--- src/rtl/parking_gate_arbiter_if.sv ---
// rtl/parking_gate_arbiter_if.sv - sensor request and gate status bundle for parking_gate_arbiter
interface parking_gate_arbiter_if #(
    parameter int N_SLOTS = 4,
    parameter int SLOT_W  = 2,
    parameter int CAP_W   = 3
);
    logic               tick;
    logic               entry_sensor;
    logic               exit_sensor;
    logic [SLOT_W-1:0]  exit_slot;
    logic [N_SLOTS-1:0] parking_slots;
    logic               door_open;
    logic               full_light;
    logic [CAP_W-1:0]   capacity;
    logic [SLOT_W-1:0]  grant_slot;
    logic               grant_valid;
    logic               reject;

    modport master (
        output tick, entry_sensor, exit_sensor, exit_slot,
        input  parking_slots, door_open, full_light, capacity,
               grant_slot, grant_valid, reject
    );

    modport slave (
        input  tick, entry_sensor, exit_sensor, exit_slot,
        output parking_slots, door_open, full_light, capacity,
               grant_slot, grant_valid, reject
    );
endinterface

--- src/rtl/parking_gate_arbiter.sv ---
// rtl/parking_gate_arbiter.sv - one-car-at-a-time gate sequencer with slot allocation
// Optional round-robin entry/exit arbitration under PARK_RR_ARB_EN.
module parking_gate_arbiter #(
    parameter int N_SLOTS    = 4,
    parameter int SLOT_W     = 2,
    parameter int CAP_W      = 3,
    parameter int DOOR_TICKS = 3
) (
    input  logic                     clk,
    input  logic                     rst,
    parking_gate_arbiter_if.slave    bus
);
    localparam int TCNT_W = $clog2(DOOR_TICKS + 1);

    localparam logic [0:0] ST_IDLE = 1'b0;
    localparam logic [0:0] ST_OPEN = 1'b1;

    logic [0:0]         state;
    logic               entry_prev;
    logic               exit_prev;
    logic               entry_pend;
    logic               exit_pend;
    logic [SLOT_W-1:0]  exit_slot_q;
    logic [N_SLOTS-1:0] slots;
    logic [TCNT_W-1:0]  tick_cnt;
    logic               door_q;
    logic               grant_valid_q;
    logic               reject_q;
    logic [SLOT_W-1:0]  grant_slot_q;

    logic               entry_rise;
    logic               exit_rise;
    logic               serve_exit;
    logic               serve_entry;
    logic               entry_clr;
    logic               exit_clr;
    logic               full;
    logic [SLOT_W-1:0]  free_idx;
    logic [CAP_W-1:0]   used_cnt;

`ifdef PARK_RR_ARB_EN
    logic               prio_exit;
`endif

    assign entry_rise = bus.entry_sensor & ~entry_prev;
    assign exit_rise  = bus.exit_sensor & ~exit_prev;
    assign full       = &slots;

`ifdef PARK_RR_ARB_EN
    assign serve_exit = exit_pend & (~entry_pend | prio_exit);
`else
    assign serve_exit = exit_pend;
`endif
    assign serve_entry = entry_pend & ~serve_exit;
    assign entry_clr   = (state == ST_IDLE) & serve_entry;
    assign exit_clr    = (state == ST_IDLE) & serve_exit;

    // Scan from the top so the last assignment leaves the lowest free index.
    always_comb begin
        free_idx = '0;
        used_cnt = '0;
        for (int i = N_SLOTS - 1; i >= 0; i--) begin
            if (!slots[i]) begin
                free_idx = SLOT_W'(i);
            end
        end
        for (int i = 0; i < N_SLOTS; i++) begin
            used_cnt = used_cnt + CAP_W'(slots[i]);
        end
    end

    always_ff @(posedge clk) begin
        if (rst) begin
            state         <= ST_IDLE;
            entry_prev    <= 1'b0;
            exit_prev     <= 1'b0;
            entry_pend    <= 1'b0;
            exit_pend     <= 1'b0;
            exit_slot_q   <= '0;
            slots         <= '0;
            tick_cnt      <= '0;
            door_q        <= 1'b0;
            grant_valid_q <= 1'b0;
            reject_q      <= 1'b0;
            grant_slot_q  <= '0;
`ifdef PARK_RR_ARB_EN
            prio_exit     <= 1'b1;
`endif
        end else begin
            grant_valid_q <= 1'b0;
            reject_q      <= 1'b0;
            entry_prev    <= bus.entry_sensor;
            exit_prev     <= bus.exit_sensor;

            // A fresh edge survives a same-cycle clear; a repeat edge while pending merges.
            entry_pend <= (entry_pend & ~entry_clr) | entry_rise;
            exit_pend  <= (exit_pend & ~exit_clr) | exit_rise;
            if (exit_rise && (!exit_pend || exit_clr)) begin
                exit_slot_q <= bus.exit_slot;
            end

            case (state)
                ST_IDLE: begin
                    if (serve_exit) begin
                        if (slots[exit_slot_q]) begin
                            slots[exit_slot_q] <= 1'b0;
                            grant_slot_q       <= exit_slot_q;
                            grant_valid_q      <= 1'b1;
                            door_q             <= 1'b1;
                            state              <= ST_OPEN;
                        end else begin
                            reject_q <= 1'b1;
                        end
                    end else if (serve_entry) begin
                        if (!full) begin
                            slots[free_idx] <= 1'b1;
                            grant_slot_q    <= free_idx;
                            grant_valid_q   <= 1'b1;
                            door_q          <= 1'b1;
                            state           <= ST_OPEN;
                        end else begin
                            reject_q <= 1'b1;
                        end
                    end
`ifdef PARK_RR_ARB_EN
                    if (entry_pend && exit_pend) begin
                        prio_exit <= ~prio_exit;
                    end
`endif
                end
                ST_OPEN: begin
                    if (bus.tick) begin
                        if (tick_cnt == TCNT_W'(DOOR_TICKS - 1)) begin
                            tick_cnt <= '0;
                            door_q   <= 1'b0;
                            state    <= ST_IDLE;
                        end else begin
                            tick_cnt <= tick_cnt + 1'b1;
                        end
                    end
                end
                default: state <= ST_IDLE;
            endcase
        end
    end

    assign bus.parking_slots = slots;
    assign bus.door_open     = door_q;
    assign bus.full_light    = full;
    assign bus.capacity      = CAP_W'(N_SLOTS) - used_cnt;
    assign bus.grant_slot    = grant_slot_q;
    assign bus.grant_valid   = grant_valid_q;
    assign bus.reject        = reject_q;
endmodule
--- src/flat_wrapper.sv ---
// flat-port wrapper written by rule: the top's interface ports become plain ports
module parking_gate_arbiter_flat 
#(
    parameter int N_SLOTS    = 4,
    parameter int SLOT_W     = 2,
    parameter int CAP_W      = 3,
    parameter int DOOR_TICKS = 3
)
  (clk, rst, bus_tick, bus_entry_sensor, bus_exit_sensor, bus_exit_slot, bus_parking_slots, bus_door_open, bus_full_light, bus_capacity, bus_grant_slot, bus_grant_valid, bus_reject);
  parking_gate_arbiter_if #(.N_SLOTS(N_SLOTS), .SLOT_W(SLOT_W), .CAP_W(CAP_W)) bus_i ();
  input  logic clk;
  input  logic rst;
  input wire logic [$bits(bus_i.tick)-1:0] bus_tick;
  input wire logic [$bits(bus_i.entry_sensor)-1:0] bus_entry_sensor;
  input wire logic [$bits(bus_i.exit_sensor)-1:0] bus_exit_sensor;
  input wire logic [$bits(bus_i.exit_slot)-1:0] bus_exit_slot;
  output wire logic [$bits(bus_i.parking_slots)-1:0] bus_parking_slots;
  output wire logic [$bits(bus_i.door_open)-1:0] bus_door_open;
  output wire logic [$bits(bus_i.full_light)-1:0] bus_full_light;
  output wire logic [$bits(bus_i.capacity)-1:0] bus_capacity;
  output wire logic [$bits(bus_i.grant_slot)-1:0] bus_grant_slot;
  output wire logic [$bits(bus_i.grant_valid)-1:0] bus_grant_valid;
  output wire logic [$bits(bus_i.reject)-1:0] bus_reject;
  assign bus_i.tick = bus_tick;
  assign bus_i.entry_sensor = bus_entry_sensor;
  assign bus_i.exit_sensor = bus_exit_sensor;
  assign bus_i.exit_slot = bus_exit_slot;
  assign bus_parking_slots = bus_i.parking_slots;
  assign bus_door_open = bus_i.door_open;
  assign bus_full_light = bus_i.full_light;
  assign bus_capacity = bus_i.capacity;
  assign bus_grant_slot = bus_i.grant_slot;
  assign bus_grant_valid = bus_i.grant_valid;
  assign bus_reject = bus_i.reject;
  parking_gate_arbiter #(.N_SLOTS(N_SLOTS), .SLOT_W(SLOT_W), .CAP_W(CAP_W), .DOOR_TICKS(DOOR_TICKS)) u_core (.clk(clk), .rst(rst), .bus(bus_i));
endmodule
--- config.mk ---
export PLATFORM = sky130hd
export DESIGN_NAME = parking_gate_arbiter_flat
export DESIGN_NICKNAME = d
export VERILOG_FILES = /design/src/rtl/parking_gate_arbiter_if.sv /design/src/rtl/parking_gate_arbiter.sv /design/src/flat_wrapper.sv
export SDC_FILE = /design/constraint.sdc
export NUM_CORES = 1
export LEC_CHECK = 0
export CORE_MARGIN = 2
export CORE_UTILIZATION = 35
export DETAILED_ROUTE_END_ITERATION = 12
export PLACE_DENSITY = 0.68
export SETUP_SLACK_MARGIN = 0.2
export SKIP_LAST_GASP = 1
export SLEW_MARGIN = 0
export SYNTH_ARGS = -nofsm -noshare
export SYNTH_HDL_FRONTEND = slang
export SYNTH_SLANG_ARGS = --single-unit
--- constraint.sdc ---
create_clock -name clk -period 2.2 [get_ports clk]
set_input_delay 0.33 -clock clk [delete_from_list [all_inputs] [get_ports clk]]
set_output_delay 0.33 -clock clk [all_outputs]
set_load 0.01 [all_outputs]
* Word-level counts from Yosys, hierarchy flattened *
Index checks and enable logic that the tools add are counted.

word-level totals
  bits in registers = 18
  bits of input ports = 7
  output and inout port bits = 13
  word-level logic and storage cells = 95

cells by class
  add/subtract/negate cells = 5
  order comparisons = 4
  equality and inequality tests = 8
  mux-type cells = 37
  bitwise gates (word level) = 18
  reductions and logical operators = 11

operators with widths
  cell                   count
  $mux W1                19
  $mux W2                9
  $mux W4                4
  $reduce_and A4 Y1      2
  $and A1 B1 Y1          7
  $add A3 B1 Y3          2
  $lt A2 B3 Y1 const B   2
  $ne A2 B2 Y1 const B   3
  $not A1 Y1             6
  $reduce_and A5 Y1      1
  $and A4 B4 Y4          1
  $demux W1 S2           2
  $ge A2 B1 Y1 const B   2
  $not A4 Y4             1
  $or A4 B4 Y4           1
  $pmux W1 S2            2
  $logic_and A1 B1 Y1    3
  $ne A3 B1 Y1 const B   1
  $ne A3 B2 Y1 const B   1
  $ne A3 B3 Y1 const B   1
  $sub A3 B3 Y3 const A  1
  $add A1 B1 Y2          1
  $add A2 B1 Y2 const B  1
  $bmux W1 S2            1
  8 further kinds        9

* Longest topological paths before layout *
Gate-level depths: netlist of run 1.

  depth in word-level cells = 12
  gate-level depth with buffers = 6
  depth with buffers taken out = 6

* Least setup slack after synthesis of run 1 *
Ideal clock, no wire load.

  path kind = reg2out
  start point = register u_core.slots[1] (netlist: u_core.bus.parking_slots[1])
  end point = output bus_capacity[2]
  arrival = 1397 ps
  data required time = 1870 ps
  path slack = 473 ps
  stages on the path, launching flop included = 7
  buffers on the path = 0
  path through = dfxtp_1 -> inv_1 -> ha_1 -> inv_1 -> ha_1 -> ha_1 -> xor2_1

between the ends
  longest elaborated chain between the ends = 4

ends and longest elaborated chain
  item                             RTL line                     RTL
  start, declared                  parking_gate_arbiter.sv:24   logic [N_SLOTS-1:0] slots;
  start signal, assigned           parking_gate_arbiter.sv:80   slots <= '0;
  start signal, assigned by index  parking_gate_arbiter.sv:106  slots[exit_slot_q] <= 1'b0;
  start signal, assigned by index  parking_gate_arbiter.sv:116  slots[free_idx] <= 1'b1;
  $add A1 B1 Y2                    parking_gate_arbiter.sv:68   used_cnt = used_cnt + CAP_W'(slots[i]);
  $add A3 B1 Y3 (2 in series)      parking_gate_arbiter.sv:68
  $sub A3 B3 Y3                    parking_gate_arbiter.sv:150  assign bus.capacity = CAP_W'(N_SLOTS) - used_cnt;
  end, declared                    flat_wrapper.sv:20           output wire logic [$bits(bus_i.capacity)-1:0] bus_capacity;

Every way passes these cells.

* Worst setup path after layout of run 1 *
Ends and elaborated chain as after synthesis.

==> impl_metrics.ini, run 1 <==
[status]
status = finished, final reports clean

[power_and_ir_drop]
power_frac_clock = 0.281
power_density_mw_per_mm2 = 561
p_int_uw = 533
peakVddDrop_mv = 0.379
p_comb_frac = 0.219
leakage_nw = 0.523
swShare = 0.270
seqPwrFrac = 0.500
p_sw_uw = 197

[timing]
finalSetupViolCount = 0
tns_ns = 0
hold_violations = 0
final.setup_skew_ns = 0.00681
grt_setup_unrepaired = no
fmax_ghz = 0.519
maxSlewHeadroom = 0.707
worst_pin_slew_ns = 0.435
final.period_utilization = 0.876
slew_violations = 0
setup_ws_ns = 0.273
period_minus_slack_ns = 1.93

[cells_and_area]
drive_above_1_share = 0.260
layout.cells.non_filler = 161
fill_cells = 251
finalNetCount = 147
diodes = 0
syn_to_final_growth_pct = 37.6
final_area_sq_mm = 0.00130

[worst_setup_path]
worstPathRequired_ns = 1.87
cp-end-kind = output pin
cp_slowest_cell = dfxtp_2
worstPathArrival_ns = 1.60
cp_cell_sequence = inv_2 > ha_4 > inv_1 > ha_2 > ha_4 > xor2_1 > buf_2
critPathKind = reg -> out
crit_top_cell = ha_4
worstSetupStartpointType = flip-flop
crit_path_max_incr_delay_ns = 0.37
critPathMaxFanout = 3

[place]
io_buffers = 19
dp_hpwl_um = 1500
placed_cells = 154
place.gp.congestion = 0.870
dp_worst_setup_slack_ns = 0.0121
placedInstanceArea_sq_mm = 0.00119

[synth]
synth.avg_cell_area_sq_um = 9.01
yosysMostFrequentCell = dfxtp_1
ys_top_cells_by_count = 18 x dfxtp_1, 10 x nand2_1, 9 x inv_1, 9 x nor2_1, 8 x ha_1
synth_area_sq_um = 946
ys_ff_latch = 18
yosysWarnings = 0
async_reset_ff_frac = 0
synth_edf_count = 0
synth_top_cell_by_area = dfxtp_1
ys_top_cells_by_area = dfxtp_1 38%, ha_1 11%, mux2i_1 5.3%
synth_ff_type = dfxtp_1
synth_top_area_share = 0.381
ys_types = 35
syn_inst = 105
ys_seq_area_frac = 0.381
syn_nets = 120

[global_routing]
grt_usage = 0.135
grt_first_pass_wirelength_um = 3420
antenna_found_initial = 0
grt_pass1_vias = 832
grt_max_degree = 13
grt_overflow_total = 0

[route]
avgRoutedWirePerCell_um = 12.6
ant_nets = 0
vias_per_cell = 5.09
drtIter0Drc = 11
num_vias = 820
wl_um = 2020
drcViolationCount = 0
first_pass_iters = 4
wl_met2_um = 976
routed.top_layer = met4
wl_met3_um = 73
m1WireLength_um = 947

[cts]
clock_latency_ns = 0.29
htree_levels = 1
clk_pin_slew_ns = 0.11
cts_tree = done
clock-root-buffer = clkbuf_4
clock_sinks = 18
cts.path.max_buffers = 2
cts_buffers = 3

[run]
drv_cap = 0

[hold_path]
hold_path.class = reg -> reg

[die]
floorplan.initialDensity = 0.375
fp-row-count = 18
dieHeight_um = 56.0
dieWidth_um = 56.0
core-area_sq_mm = 0.00252
num_io_pins = 20
die_area_sq_mm = 0.00313
==> cell families after synthesis <==
kind of cell,synth area share
compound gates,0.169
xor+xnor,0.00926
fa+ha+maj,0.106
buf+inv,0.0608
flops,0.381
mux,0.0529
simple gates,0.221
==> metal layers <==
layer  GRT usage  vias up
met5           0        -
li1            -      417
met3      0.0256        4
met4      0.0680        0
met1       0.164      383
met2       0.227       16
==> path summary, 6_finish.rpt <==
check | slack (ns) | end | from | cells after the start
worst min-delay path | 0.46 | u_core.bus.grant_slot[0] | u_core.bus.grant_slot[0] | 2
worst max register to register | 0.27 | u_core.bus.grant_slot[0] | u_core.bus.parking_slots[2] | 6
worst min register to register | 0.46 | u_core.bus.grant_slot[0] | u_core.bus.grant_slot[0] | 2
worst max-delay path | 0.27 | bus_capacity[2] | u_core.bus.parking_slots[1] | 7
==> registers in the layout (all words and copies together) (netlist names), 2 cells and up <==
name / cells
u_core.exit_slot_q: 2
u_core.bus.parking_slots: 4
u_core.bus.grant_slot: 2
u_core.tick_cnt: 2
==> timing repair <==
action                                 in CTS  in global routing
hold buffers                                0                  0
buffers inserted                            3                  0
pin swaps                                   0                  5
setup endpoints to repair                   4                  2
endpoints found under the hold margin       0                  0
gates resized for setup                    15                 13
==> power by group through the flow <==
stage	logic (mW)	registers [mW]	clock network, mW
6_report	0.160	0.365	0.205
5_1_grt	0.178	0.368	0.220
4_1_cts	0.154	0.365	0.212
3_5_place_dp	0.155	0.374	0
3_3_place_gp	0.151	0.373	0
2_1_floorplan	0.0863	0.371	0
==> layout make-up <==
cell class / instances / area, sq um / area share
clock buffers: 4 / 36.3 / 0.0279
flip-flops and latches: 18 / 370 / 0.285
multi-input cells: 73 / 586 / 0.450
inverters: 9 / 33.8 / 0.0260
well taps: 30 / 37.5 / 0.0288
repair buffers: 27 / 238 / 0.183
==> cell usage in the layout, fill, tap and decap left out, types with 3 or more instances in the layout <==
cell type        count
a211oi_1             3
a21oi_1              5
buf_4                8
clkbuf_4             3
clkdlybuf4s50_1     15
dfxtp_1             14
ha_2                 3
ha_4                 4
inv_1                5
inv_2                4
mux2i_1              5
nand2_1             10
nand2b_1             4
nand3b_1             3
nor2_1               9
nor2b_1              3
o21ai_0              3
==> worst max-delay path, delay by kind of cell, from the launching register on <==
family	cells	cell delay, ns
buffers and inverters	3	0.23
flip-flops	1	0.37
adder cells (fa/ha/maj)	3	0.59
XOR/XNOR	1	0.13
==> per-stage QoR <==
step	utilization	power, mW	hold WS [ns]
2_1_floorplan	-	0.458	0.458
3_3_place_gp	0.471	0.524	0.445
3_5_place_dp	0.471	0.529	0.455
4_1_cts	0.496	0.731	0.471
5_1_grt	0.516	0.766	0.516
6_report	0.516	0.730	0.465
Note: power is estimated with default switching activity, not from simulation.
==> run 2, diff against run 1 <==
GPL_ROUTABILITY_DRIVEN = 0   (was unset)
==> results of run 2 <==
The final DEF is identical to that of run 1; final timing and power are the same.
==> run 3, diff against run 2 <==
--- a/constraint.sdc
+++ b/constraint.sdc
@@ -3,2 +3,2 @@
 set_output_delay 0.33 -clock clk [all_outputs]
-set_load 0.01 [all_outputs]
+set_load 0.1 [all_outputs]
==> run 3 against run 2 <==
Net effect:
- core utilization is 3.5 points higher
- critical path type unchanged
- combinational power is 120% higher
- critical endpoint unchanged
- via count is 1.8% lower
- sequential share of layout area is 1.5 points lower
- sequential power hardly changed
- power is 26% higher
- flip-flop and latch count stayed put
- largest power group unchanged
- routed wire length is 1.1% lower
==> impl_metrics.ini, run 3 (synthesis gave the netlist of run 1 again) <==
[cells_and_area]
syn_to_final_growth_pct = 47.0
drive_above_1_share = 0.366
largest_reg_flops = 4
diodes = 0
finalNetCount = 147
final_common_cell = buf_4
final_cell_mix = 17 x buf_4, 14 x dfxtp_1, 10 x nand2_1, 9 x nor2_1

[hold_path]
hold_path.class = reg -> reg
hold_end = u_core.bus.grant_slot[0]
min-delay-start = u_core.bus.grant_slot[0]
min_path_cells = 2

[power_and_ir_drop]
peakVddDrop_mv = 0.449
leakage_nw = 0.556
power_frac_clock = 0.221
p_int_uw = 575
seqPwrFrac = 0.398
p_comb_frac = 0.381
p_sw_uw = 348
total_power_uw = 923
swShare = 0.377
power_density_mw_per_mm2 = 664

[timing]
fmax_ghz = 0.499
hold_violations = 0
period_minus_slack_ns = 2.00
worst_hold_slack_ns = 0.465
final.period_utilization = 0.910
setup_ws_ns = 0.197
worst_pin_slew_ns = 0.424
grt_setup_unrepaired = yes
slew_violations = 0
maxSlewHeadroom = 0.717
final.setup_skew_ns = 0.00147
tns_ns = 0
finalSetupViolCount = 0

[worst_setup_path]
worstSetupStartpointType = flip-flop
worstPathRequired_ns = 1.87
worstPathArrival_ns = 1.67
ff2ff_path_depth = 7
r2r_end = u_core.bus.parking_slots[2]
critPathMaxFanout = 3
r2r_start = u_core.bus.parking_slots[3]
reg2reg_setup_slack_ns = 0.24
critPathKind = reg -> out
cp-end-kind = output pin

[cts]
clk_pin_slew_ns = 0.10
cts_tree = done
postCtsHoldBufs = 0
clock_sinks = 18
cts.path.max_buffers = 2
clock_latency_ns = 0.29
cts_buffers = 3
htree_levels = 1
clock-root-buffer = clkbuf_4

[global_routing]
grt_overflow_total = 0
grt_pass1_vias = 766
grt_first_pass_wirelength_um = 3440
grt_usage = 0.136
antenna_found_initial = 0
grt_max_degree = 16

[die]
floorplan.initialDensity = 0.375
die_area_sq_mm = 0.00313
core-area_sq_mm = 0.00252
dieWidth_um = 56.0
dieHeight_um = 56.0
num_io_pins = 20
fp-row-count = 18

[route]
drtIter0Drc = 27
drcViolationCount = 0
wl_met2_um = 931
num_vias = 805
wl_um = 2000
ant_nets = 0
m1WireLength_um = 956
avgRoutedWirePerCell_um = 12.4
routed.top_layer = met3
vias_per_cell = 5.00
wl_met3_um = 111
first_pass_iters = 4

[status]
status = finished, final reports clean

[place]
dp_hpwl_um = 1410
io_buffers = 19
dp_worst_setup_slack_ns = 0.403

[run]
drv_cap = 0
## run 3: changes by cell type in the layout (fill, tap and decap cells not counted), sizes merged
cell	previous run	this run
buf	10	21
dlygate4sd2	2	0
clkdlybuf4s50	15	6
## run 3: worst max-delay path by stage
stage,cells past startpoint,start,slack (ns),end
after global routing,7,u_core.bus.parking_slots[0],0.13,bus_capacity[2]
after CTS,7,u_core.bus.parking_slots[0],0.15,bus_capacity[2]
after floorplan,6,u_core.bus.parking_slots[0],0.04,bus_capacity[2]
final,7,u_core.bus.parking_slots[0],0.20,bus_capacity[2]
after global placement,6,u_core.bus.parking_slots[2],0.43,bus_capacity[2]
after detailed placement,6,u_core.bus.parking_slots[2],0.40,bus_capacity[2]
## run 3: repair_timing
action                                  CTS  global route
setup buffers                             4             3
endpoints found under the setup margin    2             4
pin swaps                                 3             5
gates cloned                              0             0
resized for setup                         9             2
## run 3: through the flow
step / utilization / instance area, sq um / cells
3_5_place_dp: 0.486 / 1220 / 150
2_1_floorplan: - / 996 / 105
4_1_cts: 0.537 / 1350 / 158
3_3_place_gp: 0.486 / 1220 / 150
5_1_grt: 0.551 / 1390 / 161
6_report: 0.551 / 1390 / 161
## run 3: worst max-delay path: stages (launching register included)
cell and delay (ns):
dfxtp_4 0.37, inv_2 0.05, ha_4 0.26, inv_2 0.04, ha_4 0.15, ha_4 0.17, xor2_4 0.15, buf_12 0.19
## run 3: cell type report
cell class / count / area (sq um)
Fill cell: 229 / 1130
Multi-Input combinational cell: 73 / 639
Sequential cell: 18 / 375
Timing Repair Buffer: 27 / 268
Tap cell: 30 / 37.5
Clock buffer: 4 / 36.3
Inverter: 9 / 33.8
## run 3: power by group through the flow
stage,clock network [mW],registers [mW],logic [mW]
global placement,0,0.376,0.324
global route,0.235,0.371,0.367
detailed placement,0,0.376,0.327
CTS,0.217,0.367,0.347
floorplan,0,0.444,0.175
finish,0.204,0.367,0.352
## run 3: metal layers
metal | global-route usage | vias to the layer above
met5 | 0 | -
met4 | 0.0204 | 0
met3 | 0.0512 | 0
met2 | 0.218 | 21
met1 | 0.178 | 369
li1 | - | 415
